==> config.mk <==
export PLATFORM = sky130hd
export DESIGN_NAME = ascii_number_parser
export DESIGN_NICKNAME = d
export VERILOG_FILES = /design/src/rtl/ascii_number_parser_pkg.sv /design/src/rtl/ascii_digit_decoder.sv /design/src/rtl/ascii_number_parser.sv
export SDC_FILE = /design/constraint.sdc
export NUM_CORES = 1
export LEC_CHECK = 0
export CORE_MARGIN = 1
export CORE_UTILIZATION = 50
export CTS_BUF_LIST = sky130_fd_sc_hd__clkbuf_4 sky130_fd_sc_hd__clkbuf_8
export CTS_CLUSTER_DIAMETER = 200
export DETAILED_ROUTE_END_ITERATION = 7
export PLACE_DENSITY = 0.81
export REMOVE_ABC_BUFFERS = 1
export SLEW_MARGIN = 20
export SYNTH_ARGS = -nofsm -noshare
export SYNTH_HDL_FRONTEND = slang
export SYNTH_SLANG_ARGS = --single-unit
==> constraint.sdc <==
create_clock -name clk -period 3.3 [get_ports clk]
set_clock_uncertainty 0.05 [all_clocks]
set_input_delay 0.495 -clock clk [delete_from_list [all_inputs] [get_ports clk]]
set_output_delay 0.495 -clock clk [all_outputs]
set_load 0.02 [all_outputs]
==> src/rtl/ascii_number_parser_pkg.sv <==
// Shared constants and state encoding for the ASCII decimal number parser.
package ascii_number_parser_pkg;

  localparam logic [7:0] ASCII_0  = 8'h30;
  localparam logic [7:0] ASCII_9  = 8'h39;
  localparam logic [7:0] ASCII_CR = 8'h0D;
  localparam logic [7:0] ASCII_LF = 8'h0A;
  localparam logic [7:0] ASCII_SP = 8'h20;

  typedef enum logic [1:0] {
    IDLE    = 2'd0,
    ACCUM   = 2'd1,
    DISCARD = 2'd2
  } parser_state_t;

endpackage

==> src/rtl/ascii_digit_decoder.sv <==
// Classifies one ASCII byte as decimal digit / terminator and extracts the digit value.
module ascii_digit_decoder
  import ascii_number_parser_pkg::*;
(
  input  logic [7:0] data,
  output logic [3:0] digit,
  output logic       is_digit,
  output logic       is_term
);

  assign is_digit = (data >= ASCII_0) && (data <= ASCII_9);
  assign is_term  = (data == ASCII_CR) || (data == ASCII_LF) || (data == ASCII_SP);
  // '0'..'9' are 0x30..0x39, so the low nibble is the digit value; only meaningful when is_digit.
  assign digit    = data[3:0];

endmodule

==> src/rtl/ascii_number_parser.sv <==
// Assembles runs of ASCII decimal digits into an unsigned value, strobed out on a terminator.
//
// state   | meaning
// IDLE    | between numbers; terminators are absorbed
// ACCUM   | collecting digits into acc
// DISCARD | malformed/oversized number seen; drop bytes until a terminator
module ascii_number_parser
  import ascii_number_parser_pkg::*;
#(
  parameter int WIDTH      = 20,
  parameter int MAX_DIGITS = 6
) (
  input  logic             clk,
  input  logic             reset,
  input  logic [7:0]       rx_data,
  input  logic             rx_valid,
  output logic [WIDTH-1:0] value_out,
  output logic             value_valid,
  output logic             error,
  output logic             busy,
  output logic [2:0]       digit_count
);

  parser_state_t    state;
  logic [WIDTH-1:0] acc;
  logic [WIDTH-1:0] acc_next;
  logic [3:0]       digit;
  logic             is_digit;
  logic             is_term;
  logic             room_left;

  ascii_digit_decoder u_decoder (
    .data     (rx_data),
    .digit    (digit),
    .is_digit (is_digit),
    .is_term  (is_term)
  );

  // acc*10 as a shift-add, truncated to WIDTH bits
  assign acc_next  = (acc << 3) + (acc << 1) + WIDTH'(digit);
  assign room_left = digit_count < 3'(MAX_DIGITS);

  always_ff @(posedge clk or posedge reset) begin
    if (reset) begin
      state       <= IDLE;
      acc         <= '0;
      value_out   <= '0;
      value_valid <= 1'b0;
      error       <= 1'b0;
      busy        <= 1'b0;
      digit_count <= 3'd0;
    end else begin
      value_valid <= 1'b0;
      error       <= 1'b0;
      if (rx_valid) begin
        case (state)
          IDLE: begin
            if (is_digit) begin
              acc         <= WIDTH'(digit);
              digit_count <= 3'd1;
              state       <= ACCUM;
              busy        <= 1'b1;
            end else if (!is_term) begin
              error <= 1'b1;
              state <= DISCARD;
              busy  <= 1'b1;
            end
          end
          ACCUM: begin
            if (is_digit && room_left) begin
              acc         <= acc_next;
              digit_count <= digit_count + 3'd1;
            end else if (is_term) begin
              value_out   <= acc;
              value_valid <= 1'b1;
              digit_count <= 3'd0;
              state       <= IDLE;
              busy        <= 1'b0;
            end else begin
              error <= 1'b1;
              state <= DISCARD;
            end
          end
          DISCARD: begin
            if (is_term) begin
              digit_count <= 3'd0;
              state       <= IDLE;
              busy        <= 1'b0;
            end
          end
          default: begin
            digit_count <= 3'd0;
            state       <= IDLE;
            busy        <= 1'b0;
          end
        endcase
      end
    end
  end

endmodule

==> out/results.env, run 1 <==
ROUTED_WIRE_LENGTH_PER_INSTANCE_UM=14.8
WHS_PS=443
IR_DROP_uV=332
TIMING.HOLD.WORST.START='value_out[0]$_DFFE_PP0P_'
CTS.REPORTEDPATHS.CLKPINSLEW_PS=90
TIMING.REG2REG.SETUP_SLACK_PS=330
HP-CLASS='register to register'
DETAIL_ROUTE.ITER0.VIOLATIONS=187
GRT_UTIL_MET1_PCT=27.3
CTS_MADE_BUFFERS=5
GLOBAL_ROUTE.USAGE.MET3_PCT=3.19
DESIGN.FINAL.NETS=414
REPORT.FINAL.HOLD_VIOL_COUNT=0
OUTCOME='completed'
WORST-ENDPOINT-REQUIRED_PS=3440
DIODE_COUNT=0
P_CLK_SHARE_PCT=31.4
POST-ROUTE-PERIOD-UTIL_PCT=93.4
CTS-ROOT-BUF='sky130_fd_sc_hd__clkbuf_8'
BOUNDARYPINS=37
TIMING_MAX_TRANSITION_VIOLATIONS_FINAL=0
WORSTSETUPSTARTPOINT='rx_data[3]'
PLACER_S_FINAL_ROUTABILITY_CONGESTION_ESTIMATE=0.853
DRIVE_ABOVE_1_SHARE_PCT=12.4
RSZ_0062_RAISED_AFTER_GLOBAL_ROUTING='false'
FINAL-SETUP-VIOL-COUNT=0
WORSTSETUPSTARTPOINTTYPE='input pin'
SYNTH_TOP_AREA_CELL='sky130_fd_sc_hd__dfrtp_1'
CRITICAL_PATH.CELL_CHAIN='dlygate4sd2_1 > inv_1 > fa_1 > inv_1 > ha_1 > a21o_1 > and4_1 > o21ai_1 > a21oi_1 > or4_1 > a32o_1'
INITIAL_UTILIZATION_PCT=53.2
WIRELENGTH_UM=6490
SYNTHDISTINCTLIBCELLS=50
SYNTH_TOP_CELLS_BY_AREA='sky130_fd_sc_hd__dfrtp_1, sky130_fd_sc_hd__ha_1, sky130_fd_sc_hd__mux2_4'
VIAS=2529
POST_CTS_RESIZED=2
POWER.SEQUENTIAL.FRACTION_PCT=44.6
MAX_FREQ_GHz=0.325
DIEHEIGHT_UM=82.3
SYNTH_ENABLE_FLOP_CELLS=0
DRT-VIAS-PER-INSTANCE=5.77
WORST-SLEW-PIN-TRANSITION_PS=828
SYNTHMOSTINSTANTIATEDCELL='sky130_fd_sc_hd__dfrtp_1'
SYNTH-ASYNC-RESET-RATIO_PCT=100
CRITICAL-PATH-TOP-DELAY-FAMILY='adder cells'
YOSYS_TOP_CELL_AREA_SHARE_PCT=37.3
CRITICAL_PATH.ENDPOINT_TYPE='register'
WORST_PATH_MAX_DELAY_CELL='sky130_fd_sc_hd__fa_1'
DRTANTENNAVIOLNETS=0
CLOCK_LATENCY_PS=300
CTSLONGESTPATHBUFFERS=2
NUMBER_OF_CLOCK_SINKS_SEEN_BY_CTS=48
SYN_AREA_UM2=3220
P_SWITCHING_W=0.000420
OVERFLOW=0
FINAL_PERIOD_MINUS_WORST_SETUP_SLACK_PS=3080
LAYOUT-AREA-OVERHEAD-VS-SYNTH_PCT=18.5
GRT_TOTAL_USAGE_PCT=21.5
GROUTE.LAYER.MET2.USAGE_PCT=37.9
SYN_AREA_PER_CELL_UM2=10.1
MAX_CAP_VIOLATIONS=0
P_PER_AREA_nW_PER_UM2=385
PATH_MAX_FANOUT=6
CELLINTERNALPOWER_W=0.00105
DP_HPWL_UM=4810
DIE_AREA_UM2=6770
CPMOSTUSEDCELL='sky130_fd_sc_hd__inv_1'
CTS_SETUP_BUFFERS=0
GRT_START_MAX_NET_PINS=49
DIE_W_UM=82.3
SYNTH_TOP_FLOP_CELL='sky130_fd_sc_hd__dfrtp_1'
ANTENNA_FOUND_INITIAL=0
ARRIVAL_PS=3220
CP.BUFFERS_INVERTERS=3
P_LEAK_nW=1.92
SYN_INST=319
DETAILEDROUTE.FIRSTPASSITERATIONCOUNT=7
GRT_FIRST_PASS_WIRELENGTH_UM=11200
POWER.TOTAL_W=0.00147
POST-ROUTE-DRC-COUNT=0
YS_SEQ_ELEMENTS=48
PWR-SHARE-COMB_PCT=24.0
SYNTH.YOSYS.SEQ_AREA_SHARE_PCT=37.3
TIMING.CRITICAL_PATH.SLOWEST_CELL_DELAY_PS=560
COREAREA_UM2=6060
SETUP.WORST_PATH.CLASS='input pin to register'
GRT.BUSIEST_LAYER='met2'
CTS_MAX_LEVEL=2
CRITICAL_PATH.REG2REG.STARTPOINT='acc[2]$_DFFE_PP0P_'
P_SW_SHARE_PCT=28.5
TRITONCTS='done'
NUMBER_OF_GLOBAL_ROUTE_VIAS_BEFORE_REPAIR=2478
TNS_PS=0
YS_WARN_COUNT=0
NUM_ROWS=28
MAXSLEWHEADROOM_PCT=44.7
YS_TOP_CELLS_BY_COUNT='sky130_fd_sc_hd__dfrtp_1, sky130_fd_sc_hd__ha_1, sky130_fd_sc_hd__nand2_1'
CTS_HOLD_REPAIR.BUFFERS=0
PLACE.PORT_BUFFERS=36
==> power by group through the flow <==
stage	clock network, W	registers, W	logic, W
6_report	0.000462	0.000656	0.000354
5_1_grt	0.000497	0.000661	0.000406
4_1_cts	0.000474	0.000655	0.000354
3_5_place_dp	0	0.000667	0.000351
3_3_place_gp	0	0.000665	0.000340
2_1_floorplan	0	0.000674	0.000228
==> kinds of logic (layout without fill, tap and decap cells) <==
| group | after synthesis | count (layout) | share of synthesized area (%) |
|---|---|---|---|
| and+or+nand+nor | 84 | 84 | 12.6 |
| muxes | 23 | 23 | 9.63 |
| DFF | 48 | 48 | 37.3 |
| xor gates and xnor gates | 10 | 10 | 2.72 |
| adders and majority gates | 41 | 41 | 16.4 |
| AOI/OAI and AO/OA | 85 | 85 | 17.2 |
| buffers and inverters | 28 | 72 | 4.23 |
==> state kept, by name, summed over array words and instances (netlist names) <==
name,cells
acc,20
error,1
digit_count,3
value_valid,1
value_out,20
state,2
busy,1
==> final cells by class <==
| class | instances | area [um^2] |
|---|---|---|
| repair buffers | 47 | 442 |
| fillers | 500 | 2240 |
| multi-input cells | 243 | 1890 |
| flip-flops and latches | 48 | 1200 |
| clock buffers | 7 | 96.3 |
| clock inverters | 1 | 30.0 |
| inverters | 17 | 65.1 |
| well taps | 75 | 93.8 |
==> placed cells by master (no fill, tap or decap), drive strengths merged, types with 2 or more instances in the layout <==
cell type      netlist  layout
o211ai               4       4
nand3                8       8
o21a                 3       3
nor2                 9       9
or3b                 2       2
a32o                 3       3
and2                 3       3
xor2                 5       5
nand4                2       2
ha                  39      39
nor3                 5       5
xnor2                5       5
o31ai                3       3
mux2i                4       4
fa                   2       2
dfrtp               48      48
a21o                 4       4
o21ai               29      29
a221o                2       2
or3                  3       3
nand2b               3       3
inv                 17      16
clkbuf               8       7
mux2                19      19
and3                 3       3
a21oi               22      22
a211o                2       2
nand2               39      39
clkdlybuf4s50        0      35
o2111ai              3       3
buf                  3      11
==> worst reg2reg max path, cell delays in order, from the launching register on <==
cell and delay (ps):
sky130_fd_sc_hd__dfrtp_1 410, sky130_fd_sc_hd__inv_1 110, sky130_fd_sc_hd__fa_1 430, sky130_fd_sc_hd__buf_4 150
sky130_fd_sc_hd__fa_1 440, sky130_fd_sc_hd__nor2b_1 170, sky130_fd_sc_hd__o2111ai_1 160, sky130_fd_sc_hd__a21o_1 230
sky130_fd_sc_hd__and2_1 170, sky130_fd_sc_hd__o2111a_1 280, sky130_fd_sc_hd__a221o_1 270
==> path summary, 6_finish.rpt <==
kind / end / cells past startpoint
max in group asynchronous: acc[12]$_DFFE_PP0P_ / 2
min reg2reg: value_out[0]$_DFFE_PP0P_ / 2
max reg2reg: acc[12]$_DFFE_PP0P_ / 10
min: value_out[0]$_DFFE_PP0P_ / 2
max: acc[11]$_DFFE_PP0P_ / 11
min in group asynchronous: value_out[18]$_DFFE_PP0P_ / 2
==> metrics by stage <==
step | util (%) | worst slack [ps] | cell area [um^2] | std cells
2_1_floorplan | - | 323 | 3150 | 308
3_3_place_gp | 60.8 | -314 | 3690 | 430
3_5_place_dp | 60.8 | -419 | 3690 | 430
4_1_cts | 62.9 | 237 | 3810 | 438
5_1_grt | 63.0 | 134 | 3820 | 438
6_report | 63.0 | 219 | 3820 | 438
==> per-layer routing <==
| metal | share of wire (%) | vias up |
|---|---|---|
| li1 | - | 1241 |
| met1 | 47 | 1214 |
| met2 | 49 | 65 |
| met3 | 3.3 | 9 |
| met4 | 1.2 | 0 |
| met5 | 0 | - |
Power figures use the tool's default switching activity.
==> inputs of run 2 (changes only) <==
--- a/config.mk
+++ b/config.mk
@@ -10,6 +10,7 @@
 export CTS_BUF_LIST = sky130_fd_sc_hd__clkbuf_4 sky130_fd_sc_hd__clkbuf_8
 export CTS_CLUSTER_DIAMETER = 200
 export DETAILED_ROUTE_END_ITERATION = 7
+export HOLD_SLACK_MARGIN = 0.06
 export PLACE_DENSITY = 0.81
 export REMOVE_ABC_BUFFERS = 1
 export SLEW_MARGIN = 20
==> results of run 2 <==
No change in the layout: final DEF, timing and power equal those of run 1.
==> inputs of run 3 (changes only) <==
--- a/config.mk
+++ b/config.mk
@@ -8,7 +8,7 @@
 export CORE_MARGIN = 1
 export CORE_UTILIZATION = 50
 export CTS_BUF_LIST = sky130_fd_sc_hd__clkbuf_4 sky130_fd_sc_hd__clkbuf_8
-export CTS_CLUSTER_DIAMETER = 200
+export CTS_CLUSTER_DIAMETER = 100
 export DETAILED_ROUTE_END_ITERATION = 7
 export HOLD_SLACK_MARGIN = 0.06
 export PLACE_DENSITY = 0.81
==> results of run 3 <==
No change in the layout: final DEF, timing and power equal those of run 1.
==> variant, RTL diff (flow settings as in run 1) <==
Encoding of `parser_state_t`: now one-hot (3 bits for 3 states).
--- a/src/rtl/ascii_number_parser_pkg.sv
+++ b/src/rtl/ascii_number_parser_pkg.sv
@@ -7,10 +7,10 @@
   localparam logic [7:0] ASCII_LF = 8'h0A;
   localparam logic [7:0] ASCII_SP = 8'h20;
 
-  typedef enum logic [1:0] {
-    IDLE    = 2'd0,
-    ACCUM   = 2'd1,
-    DISCARD = 2'd2
+  typedef enum logic [2:0] {
+    IDLE    = 3'b001,
+    ACCUM   = 3'b010,
+    DISCARD = 3'b100
   } parser_state_t;
 
 endpackage
Check against the original RTL: same outputs for any inputs over 4 cycles, from zero or initial values and one cycle with reset high; so few cycles prove little.
==> variant against run 1 <==
Power up 3.8%. Combinational power down 5%. Synthesized cell count down 2.5%. Setup slack better by 230 ps. Clock power up 10%. Cell area up 2.4%. Routed wire length up 7.3%. Critical path depth unchanged. Sequential cell count up 1. Area after synthesis up 0.85%. Critical path type is now reg2reg. Critical endpoint is now acc[19].
==> variant: results (changes against run 1) <==
status - completed (unchanged)
hold slack - 468 ps (was 443 ps)
layout cells sized above 1 - 0.162 (was 0.124)
DP HPWL - 5080 um (was 4810 um)
post-cts resize count - 0 (was 2)
HP Start - value_out[4] (was value_out[0])
biggest regs - acc x20, value_out x20 (was acc x20, value_out x20, digit_count x3)
met2 usage - 0.408 (was 0.379)
M1 GR Usage - 0.274 (was 0.273)
Reg2Reg Depth - 11 (was 10)
vias per inst - 5.83 (was 5.77)
pin count of the biggest net entering global routing - 50 (was 49)
wire per inst - 16.0 um (was 14.8 um)
Hold Crit Depth - 1 (was 2)
Total Nets Final - 406 (was 414)
drt first pass iters - 4 (was 7)
WL met2 - 3530 um (was 3170 um)
initial DRC count - 197 (was 187)
global-route usage over all layers - 0.229 (was 0.215)
GPL Wtd Cong - 0.929 (was 0.853)
Post-synth top cells - dfrtp_1, nand2_1, ha_1, o21ai_0, a21oi_1 (was dfrtp_1, ha_1, nand2_1, o21ai_0, a21oi_1)
via count of the first global-routing pass - 2601 (was 2478)
met3 usage - 0.0374 (was 0.0319)
met3 wire length - 265 um (was 214 um)
R2R setup slack - 450 ps (was 330 ps)
hold path endpoint - value_out[4] (was value_out[0])
Distinct cells, synth - 54 (was 50)
first-pass GRT wire length - 11800 um (was 11200 um)
wl on met1 - 3030 um (about the same)
Slew @ Worst Pin - 846 ps (was 828 ps)
Worst R2R End - acc[19] (was acc[12])
sequential cell area fraction in the yosys report - 0.378 (was 0.373)
WP data arrival - 3040 ps (was 3220 ps)
largest cells by area after synthesis - dfrtp_1, ha_1, mux2_4 (unchanged)
crit path launch - acc[0] (was rx_data[3])
-- variant: cell types whose count changed in the layout (fill, tap and decap cells not counted), moves of 3 or more --
cell             run 1  this run
ha_1                39        35
inv_1               16         9
mux2_4              15        19
nor2_1               9        20
nor2b_1              1         4
nor3_1               5         2
o211ai_1             4         0
o21ai_0             27        23
o31ai_1              3         8
xnor2_1              5         8
-- variant: cell families after synthesis --
| kind of cell | Yosys count | share of synthesized area |
|---|---|---|
| buf+inv | 20 | 0.0389 |
| simple gates | 92 | 0.138 |
| mux | 25 | 0.107 |
| compound gates | 74 | 0.154 |
| flops | 49 | 0.378 |
| xor+xnor | 14 | 0.0377 |
| fa+ha+maj | 37 | 0.147 |
-- variant: stage by stage --
stage	cell area, um2	total power (uW)	TNS, ps	cells	worst slack [ps]
global route	3910	1620	0	436	232
floorplan	3170	912	0	302	304
finish	3910	1530	0	436	447
detailed placement	3740	1030	-1190	428	-314
CTS	3880	1540	0	436	4.32
global placement	3740	1010	-538	428	-215
-- variant: final cells by class --
type	count	area (um2)
fillers	538	2400
multi-input cells	242	1930
flip-flops and latches	49	1230
repair buffers	49	485
well taps	77	96.3
clock buffers	5	68.8
clock inverters	3	65.1
inverters	11	42.5
-- variant: power breakdown --
part / switching, uW / total [uW] / internal, uW / leakage, uW
Sequential: 39.5 / 681 / 642 / 0.000676
Combinational: 189 / 338 / 150 / 0.00114
Clock: 207 / 508 / 301 / 0.0000681
Total: 435 / 1530 / 1090 / 0.00188
-- variant: worst max-delay path: cells and delay by family, from the launching register on --
kind            cells  cell delay [ps]
fa+ha+maj           2              820
simple gates        4              810
compound gates      3              580
flops               1              410
buf+inv             2              130
